File: config.mk
export PLATFORM = sky130hd
export DESIGN_NAME = id_ex_stage
export DESIGN_NICKNAME = d
export VERILOG_FILES = /design/src/rtl/alu_pkg.sv /design/src/rtl/pipe_pkg.sv /design/src/rtl/fwd_mux.sv /design/src/rtl/id_ex_stage.sv
export SDC_FILE = /design/constraint.sdc
export NUM_CORES = 1
export LEC_CHECK = 0
export ABC_AREA = 1
export ABC_CLOCK_PERIOD_IN_PS = 1400
export BUFFER_PORTS_ARGS = -buffer_cell sky130_fd_sc_hd__buf_2
export CORE_MARGIN = 2
export CORE_UTILIZATION = 42
export CTS_CLUSTER_SIZE = 25
export DETAILED_ROUTE_END_ITERATION = 16
export PLACE_DENSITY = 0.86
export SLEW_MARGIN = 20
export SYNTH_ARGS = -nofsm -noshare
export SYNTH_HDL_FRONTEND = slang
export SYNTH_SLANG_ARGS = --single-unit
File: constraint.sdc
create_clock -name clk_i -period 1.4 [get_ports clk_i]
set_input_delay 0.28 -clock clk_i [delete_from_list [all_inputs] [get_ports clk_i]]
set_output_delay 0.28 -clock clk_i [all_outputs]
set_load 0.01 [all_outputs]
File: src/rtl/alu_pkg.sv
// alu_pkg
//   ALU operation codes shared by the decode, execute and pipeline stages.
//   Encodings are fixed at 4 bits; ALU_ADD is the all-zero code, so a
//   cleared pipeline slot reads as an ADD.
package alu_pkg;

  typedef enum logic [3:0] {
    ALU_ADD  = 4'd0,
    ALU_SUB  = 4'd1,
    ALU_SLL  = 4'd2,
    ALU_SLT  = 4'd3,
    ALU_SLTU = 4'd4,
    ALU_XOR  = 4'd5,
    ALU_SRL  = 4'd6,
    ALU_SRA  = 4'd7,
    ALU_OR   = 4'd8,
    ALU_AND  = 4'd9
  } alu_op_t;

endpackage

File: src/rtl/pipe_pkg.sv
// pipe_pkg
//   Shared pipeline types: the forwarding-source select and the ID/EX slot
//   contents. PIPE_DATA_W / PIPE_ADDR_W size the slot struct and must match
//   the DATA_WIDTH / REG_ADDR_W parameters of the stages that use it.
package pipe_pkg;

  import alu_pkg::*;

  localparam int PIPE_DATA_W = 32;
  localparam int PIPE_ADDR_W = 5;

  // Which pipeline register feeds an operand this cycle.
  typedef enum logic [1:0] {
    FWD_NONE = 2'd0,
    FWD_EXM  = 2'd1,
    FWD_MWB  = 2'd2
  } fwd_sel_t;

  // Everything the ID/EX slot remembers about one decoded instruction.
  typedef struct packed {
    logic [PIPE_DATA_W-1:0] rs1_data;
    logic [PIPE_DATA_W-1:0] rs2_data;
    logic [PIPE_DATA_W-1:0] imm;
    logic [PIPE_ADDR_W-1:0] rs1_addr;
    logic [PIPE_ADDR_W-1:0] rs2_addr;
    logic [PIPE_ADDR_W-1:0] rd_addr;
    logic                   use_imm;
    logic                   rd_we;
    alu_op_t                ctl;
  } id_ex_t;

endpackage

File: src/rtl/fwd_mux.sv
// fwd_mux
//   Forwarding select for one source operand. Compares the operand's
//   register index against the EX/MEM and MEM/WB destinations and picks the
//   youngest matching producer; x0 is never forwarded.
// Ports:
//   rs_addr, stored_data          - operand index and the value held in ID/EX
//   exm_rd_we/addr, exm_result    - EX/MEM producer
//   mwb_rd_we/addr, mwb_result    - MEM/WB producer
//   fwd_data                      - selected operand value
//   fwd_sel                       - which source was selected
module fwd_mux
  import pipe_pkg::*;
#(
  parameter int DATA_WIDTH = 32,
  parameter int REG_ADDR_W = 5
) (
  input  logic [REG_ADDR_W-1:0] rs_addr,
  input  logic [DATA_WIDTH-1:0] stored_data,
  input  logic                  exm_rd_we,
  input  logic [REG_ADDR_W-1:0] exm_rd_addr,
  input  logic [DATA_WIDTH-1:0] exm_result,
  input  logic                  mwb_rd_we,
  input  logic [REG_ADDR_W-1:0] mwb_rd_addr,
  input  logic [DATA_WIDTH-1:0] mwb_result,
  output logic [DATA_WIDTH-1:0] fwd_data,
  output fwd_sel_t              fwd_sel
);

  logic rs_nonzero;
  logic exm_hit;
  logic mwb_hit;

  assign rs_nonzero = (rs_addr != '0);
  assign exm_hit    = exm_rd_we && (exm_rd_addr == rs_addr) && rs_nonzero;
  assign mwb_hit    = mwb_rd_we && (mwb_rd_addr == rs_addr) && rs_nonzero;

  // EX/MEM is the younger producer, so it wins when both stages match.
  always_comb begin
    fwd_sel  = FWD_NONE;
    fwd_data = stored_data;
    if (exm_hit) begin
      fwd_sel  = FWD_EXM;
      fwd_data = exm_result;
    end else if (mwb_hit) begin
      fwd_sel  = FWD_MWB;
      fwd_data = mwb_result;
    end
  end

endmodule

File: src/rtl/id_ex_stage.sv
// id_ex_stage
//   Decode-to-execute pipeline register. Holds one decoded instruction in a
//   single-entry slot with a valid/ready handshake, stall and flush, and
//   presents ALU operands and control to execute.
//   Optional feature macro: FORWARDING_EN. When defined, RAW hazards are
//   resolved by forwarding from EX/MEM and MEM/WB, and a stalled slot
//   captures forwarded values so they survive the producer retiring. When
//   undefined, operands come only from the slot and decode must stall on
//   hazards; the forwarding inputs are then ignored.
// Ports:
//   clk_i, rst_ni                        - clock, async active-low reset
//   id_valid_i / id_ready_o              - handshake from decode
//   id_rs1/rs2_data_i, id_imm_i, ...     - decoded instruction fields
//   flush_i                              - kill held and incoming instruction
//   exm_* / mwb_*                        - forwarding sources
//   ex_valid_o / ex_ready_i              - handshake to execute
//   alu_a_o, alu_b_o, alu_ctl_o, alu_shamt_o - ALU inputs
//   ex_rd_addr_o, ex_rd_we_o             - destination of held instruction
//   stall_cnt_o                          - saturating back-pressure counter
module id_ex_stage
  import alu_pkg::*;
  import pipe_pkg::*;
#(
  parameter int DATA_WIDTH = 32,
  parameter int REG_ADDR_W = 5
) (
  input  logic                  clk_i,
  input  logic                  rst_ni,
  input  logic                  id_valid_i,
  output logic                  id_ready_o,
  input  logic [DATA_WIDTH-1:0] id_rs1_data_i,
  input  logic [DATA_WIDTH-1:0] id_rs2_data_i,
  input  logic [DATA_WIDTH-1:0] id_imm_i,
  input  logic                  id_use_imm_i,
  input  logic [REG_ADDR_W-1:0] id_rs1_addr_i,
  input  logic [REG_ADDR_W-1:0] id_rs2_addr_i,
  input  logic [REG_ADDR_W-1:0] id_rd_addr_i,
  input  logic                  id_rd_we_i,
  input  logic [3:0]            id_alu_ctl_i,
  input  logic                  flush_i,
  input  logic [REG_ADDR_W-1:0] exm_rd_addr_i,
  input  logic [REG_ADDR_W-1:0] mwb_rd_addr_i,
  input  logic                  exm_rd_we_i,
  input  logic                  mwb_rd_we_i,
  input  logic [DATA_WIDTH-1:0] exm_result_i,
  input  logic [DATA_WIDTH-1:0] mwb_result_i,
  output logic                  ex_valid_o,
  input  logic                  ex_ready_i,
  output logic [DATA_WIDTH-1:0] alu_a_o,
  output logic [DATA_WIDTH-1:0] alu_b_o,
  output logic [3:0]            alu_ctl_o,
  output logic [4:0]            alu_shamt_o,
  output logic [REG_ADDR_W-1:0] ex_rd_addr_o,
  output logic                  ex_rd_we_o,
  output logic [15:0]           stall_cnt_o
);

  id_ex_t                slot;
  id_ex_t                incoming;
  logic                  ex_valid;
  logic [15:0]           stall_cnt;
  logic                  accept;
  logic                  retire;
  logic [DATA_WIDTH-1:0] rs1_fwd;
  logic [DATA_WIDTH-1:0] rs2_fwd;

  assign id_ready_o = !ex_valid || ex_ready_i;
  assign accept     = id_valid_i && id_ready_o && !flush_i;
  assign retire     = ex_valid && ex_ready_i;

  // Pack the decode-side fields into the slot layout.
  always_comb begin
    incoming          = '0;
    incoming.rs1_data = id_rs1_data_i;
    incoming.rs2_data = id_rs2_data_i;
    incoming.imm      = id_imm_i;
    incoming.rs1_addr = id_rs1_addr_i;
    incoming.rs2_addr = id_rs2_addr_i;
    incoming.rd_addr  = id_rd_addr_i;
    incoming.use_imm  = id_use_imm_i;
    incoming.rd_we    = id_rd_we_i;
    incoming.ctl      = alu_op_t'(id_alu_ctl_i);
  end

`ifdef FORWARDING_EN
  fwd_sel_t rs1_sel;
  fwd_sel_t rs2_sel;

  fwd_mux #(.DATA_WIDTH(DATA_WIDTH), .REG_ADDR_W(REG_ADDR_W)) u_fwd_rs1 (
    .rs_addr     (slot.rs1_addr),
    .stored_data (slot.rs1_data),
    .exm_rd_we   (exm_rd_we_i),
    .exm_rd_addr (exm_rd_addr_i),
    .exm_result  (exm_result_i),
    .mwb_rd_we   (mwb_rd_we_i),
    .mwb_rd_addr (mwb_rd_addr_i),
    .mwb_result  (mwb_result_i),
    .fwd_data    (rs1_fwd),
    .fwd_sel     (rs1_sel)
  );

  fwd_mux #(.DATA_WIDTH(DATA_WIDTH), .REG_ADDR_W(REG_ADDR_W)) u_fwd_rs2 (
    .rs_addr     (slot.rs2_addr),
    .stored_data (slot.rs2_data),
    .exm_rd_we   (exm_rd_we_i),
    .exm_rd_addr (exm_rd_addr_i),
    .exm_result  (exm_result_i),
    .mwb_rd_we   (mwb_rd_we_i),
    .mwb_rd_addr (mwb_rd_addr_i),
    .mwb_result  (mwb_result_i),
    .fwd_data    (rs2_fwd),
    .fwd_sel     (rs2_sel)
  );
`else
  logic unused_fwd_inputs;

  assign rs1_fwd = slot.rs1_data;
  assign rs2_fwd = slot.rs2_data;
  assign unused_fwd_inputs = ^{exm_rd_addr_i, exm_rd_we_i, exm_result_i,
                               mwb_rd_addr_i, mwb_rd_we_i, mwb_result_i,
                               slot.rs1_addr, slot.rs2_addr};
`endif

  // Slot control: flush beats accept beats retire. While an instruction is
  // held under back-pressure, any forwarded operand is written back into the
  // slot so the value is kept after its producer leaves the pipeline.
  always_ff @(posedge clk_i or negedge rst_ni) begin
    if (!rst_ni) begin
      ex_valid <= 1'b0;
      slot     <= '0;
    end else if (flush_i) begin
      ex_valid <= 1'b0;
    end else if (accept) begin
      ex_valid <= 1'b1;
      slot     <= incoming;
    end else if (retire) begin
      ex_valid <= 1'b0;
`ifdef FORWARDING_EN
    end else if (ex_valid) begin
      if (rs1_sel != FWD_NONE) slot.rs1_data <= rs1_fwd;
      if (rs2_sel != FWD_NONE) slot.rs2_data <= rs2_fwd;
`endif
    end
  end

  // Count cycles where execute refuses a valid instruction; stick at max.
  always_ff @(posedge clk_i or negedge rst_ni) begin
    if (!rst_ni) begin
      stall_cnt <= '0;
    end else if (ex_valid && !ex_ready_i && (stall_cnt != 16'hFFFF)) begin
      stall_cnt <= stall_cnt + 16'd1;
    end
  end

  assign ex_valid_o   = ex_valid;
  assign alu_a_o      = rs1_fwd;
  assign alu_b_o      = slot.use_imm ? slot.imm : rs2_fwd;
  assign alu_shamt_o  = alu_b_o[4:0];
  assign alu_ctl_o    = slot.ctl;
  assign ex_rd_addr_o = slot.rd_addr;
  assign ex_rd_we_o   = slot.rd_we && ex_valid;
  assign stall_cnt_o  = stall_cnt;

endmodule
# Yosys cells after proc, flatten, opt, wreduce, memory -nomap -nowiden

Index checks and enable logic that the tools add are counted.

Reduce and logical (&&, ||, !) cells: 12
Bitwise logic cells: 1
$add $sub $neg: 1
Equality and inequality tests: 1
Multiplexer cells: 4

Operator list:

| kind                    | count |
|---|---|
| $mux W32                | 1 |
| $add A16 B1 Y16 const B | 1 |
| $ne A16 B16 Y1 const B  | 1 |
| $logic_and A1 B1 Y1     | 6 |
| $logic_not A1 Y1        | 3 |
| $mux W1                 | 3 |
| $reduce_bool A3 Y1      | 1 |
| $reduce_and A2 Y1       | 1 |
| $logic_or A1 B1 Y1      | 1 |
| $not A1 Y1              | 1 |

Word-level logic and storage cells: 28
Register bits: 124
Output and inout bits: 97

# Logic depth before layout (Yosys ltp)

Depth after elaboration: 6
Gate-level depth with buffers: 10
Mapped depth without buffers: 9

# Worst setup path before layout

OpenSTA, ideal clock, no wires.

Path type: register to output
From: register slot[5] (netlist name)
To: output port alu_shamt_o[0]
Required time: 1.120 ns
Path slack: -0.137 ns
Cell stages (with the launch flop): 6
Arrival: 1.257 ns
Path through: dfrtp_1 clkbuf_1 clkbuf_1 nand2_1 o21ai_0 buf_4

Word-level cells in the longest chain between the ends: 1

Ends and longest elaborated chain:

| element                | line               | RTL |
|---|---|---|
| start, declared        | id_ex_stage.sv:58  | `id_ex_t slot;` |
| start signal, assigned | id_ex_stage.sv:135 | `slot <= incoming;` |
| $mux W32               | id_ex_stage.sv:157 | `assign alu_b_o = slot.use_imm ? slot.imm : rs2_fwd;` |
| end, declared          | id_ex_stage.sv:52  | `output logic [4:0] alu_shamt_o,` |

Every way passes these cells.

# Worst setup path after layout

From: register slot[5] (netlist name)
To: output port alu_shamt_o[1]

Same word-level chain as after synthesis.

==> flow_summary.toml <==
[routing]
dr.pass1.iters = 4
vias_per_cell = 4.793
post_drt_wl_per_cell_microns = 15.03
drt-total-wl_microns = 14810
post-route-drc-count = 0
vias = 4721
ant_nets = 0
drt_iter0_drc = 122

[run_status]
status = "finished, violations left"
violations = "setup timing"

[setup_path]
arrival_ps = 1400
reg2reg_depth = 7
cp_max_fo = 6
path_class = "reg -> out"
worstSetupEndpoint = "alu_shamt_o[1]"
worst_ep_required_time_ps = 1120
worst_r2r_endpoint = "stall_cnt_o[4]"
cpMaxStageDelayCell = "dfrtp_2"
worstSetupStartpoint = "slot[5]"
reg2reg_from = "stall_cnt_o[1]"
endpoint_kind = "primary output"
r2r_setup_slack_ps = -10
start_kind = "flop"
max_stage_delay_ps = 480
path_cells = "buf_4 -> o21ai_2 -> buf_2"

[clock_tree]
cts_root_buf = "clkbuf_16"
cts_sinks = 124
clkTransAtPathRegs_ps = 50
cts_buffers = 17
cts_tree = "done"
cts_htree_levels = 4
clock_latency_ps = 410
cts_max_path_buffers = 2

[synthesis]
synth_area_leader_cell = "dfrtp_1"
synth_fp_nets = 771
ys_ff_latch = 124
ys_warn_count = 0
netlist.area_leader.share_pct = 52.21
ys_top_cells_by_area = "dfrtp_1, mux2_4, buf_4"
syn-instance-count = 572
netlist_area_sq_um = 5943
avgSynthCellArea_sq_um = 10.39
synth-seq-area-share_pct = 52.21
ys_types = 25

[global_route]
grt_pass1_wl_microns = 21660
antenna_found_initial = 1
overflow = 0
grt_max_degree = 41
grt_pass1_vias = 4543
grtUsageTotal_pct = 18.55

[worst_hold_path]
worstHoldPathCells = 2
hold_class = "in -> reg"

[job]
cap_viol_max_count = 0

[floorplanning]
initial_core_util_pct = 42.98
die_h_microns = 123.0
coreArea_sq_um = 13830
ios = 295
die_w_microns = 123.0
rows = 43
dieArea_sq_um = 15120

[layout]
fillers = 1098
design_area_sq_um = 8199
synthToLayoutAreaGrowth_pct = 37.96
antenna_cells = 0
layout-drive-gt1-share_pct = 52.55
fin_nets = 992

[timing]
report.final.slew_viol_count = 0
max_freq_mhz = 595.2
rsz0062_at_grt = "yes"
hold_viol = 0
setup_ws_ps = -280.2
fin_skew_ps = 8.155
worst_slew_pin_slew_ps = 392.5
period_minus_slack_ps = 1680
holdWs_ps = 35.13
setup_viol = 40
finalCritPeriodShare_pct = 120.0
slew_headroom_pct = 73.83
setup_tns_ps = -8940

[power_and_ir_drop]
leakagePower_nw = 4.245
max-vdd-ir-drop_v = 0.0008407
power_per_cell_area_nw_per_um2 = 1437

[place]
dp_hpwl_microns = 9949
placed_area_sq_um = 7163
io_buffer_count = 208
dpl_worst_slack_ps = -224.1
place.gp.congestion = 0.8903
flip-flops by register name (all words and copies together), names as in the netlist:
name and count:
stall_cnt_o 16, alu_ctl_o 4, slot 34, rs2_fwd 32, ex_valid_o 1, ex_rd_addr_o 5
alu_a_o 32
per-stage QoR:
| step | std cells | power [mW] | util (%) |
|---|---|---|---|
| finish | 985 | 11.78 | 59.30 |
| global route | 985 | 12.42 | 59.30 |
| CTS | 978 | 11.64 | 57.42 |
| detailed placement | 940 | 7.305 | 51.81 |
| global placement | 940 | 7.194 | 51.81 |
| floorplan | 572 | 6.338 | - |
synthesized netlist by cell type (all sizes together):
cell type    n
dfrtp      124
nand2       99
mux2        75
buf         63
inv         53
nor2        53
o21ai       40
a21oi       33
nand3       14
clkbuf       7
nand4        4
xor2         3
nand3b       2
ha           1
nor3         1
power by group:
part           internal (mW)  switching (mW)
sequential              4.18           0.331
clock                   2.61            1.49
combinational           1.63            1.54
cells by family after synthesis:
group / share of synthesized area (%)
compound gates: 6.463
xor+xnor: 0.4422
fa+ha+maj: 0.2105
buf+inv: 11.94
flops: 52.21
mux: 16.74
simple gates: 12.00
critical path: cells and delay by family, from the launching register on:
kind	cells	cell delay, ps
AOI/OAI and AO/OA	1	180
buffers and inverters	2	350
DFF	1	480
how the worst min path moves through the flow:
stage | start | to | slack [ps]
after floorplan | rst_ni | alu_a_o[0] | -20
after global placement | rst_ni | rs2_fwd[10] | 230
after detailed placement | rst_ni | rs2_fwd[10] | 240
after CTS | flush_i | ex_valid_o | 20
after global routing | flush_i | ex_valid_o | 30
final | flush_i | ex_valid_o | 40
placed cells by master (no fill, tap or decap), types with 13 or more instances in the layout:
cell type,netlist,final
inv_1,52,50
a21oi_1,33,33
o21ai_1,0,18
nand2_1,96,83
buf_4,50,40
mux2_2,32,32
nor2_1,49,40
buf_6,7,23
clkbuf_16,0,18
dfrtp_1,124,121
mux2_4,40,40
buf_2,6,198
o21ai_2,5,13
nand2_2,2,13
final cells by class:
cell class                 count  area, sq um  area share [%]
inverter                      53        198.9           2.426
multi-input combinational    325         2321           28.31
tap                          180        225.2           2.747
clock buffer                  25        495.5           6.043
clock inverter                 6        61.31          0.7477
timing repair buffer         272         1790           21.84
sequential                   124         3107           37.89
per-layer routing:
| layer | up-vias | share of wire, % | global-route usage (%) |
|---|---|---|---|
| met5 | - | 0.054 | 0 |
| met4 | 2 | 2.7 | 8.190 |
| met3 | 32 | 8.2 | 6.688 |
| met2 | 181 | 50 | 31.53 |
| met1 | 2259 | 39 | 20.91 |
| li1 | 2247 | - | - |
what timing repair did:
action,in CTS,in global routing
endpoints found under the hold margin,19,0
hold buffers,1,0
cloned,2,2
setup buffers,4,5
gates resized for setup,48,60
pin swaps,2,15
endpoints found under the setup margin,60,78
Note: power is estimated with default switching activity, not from simulation.
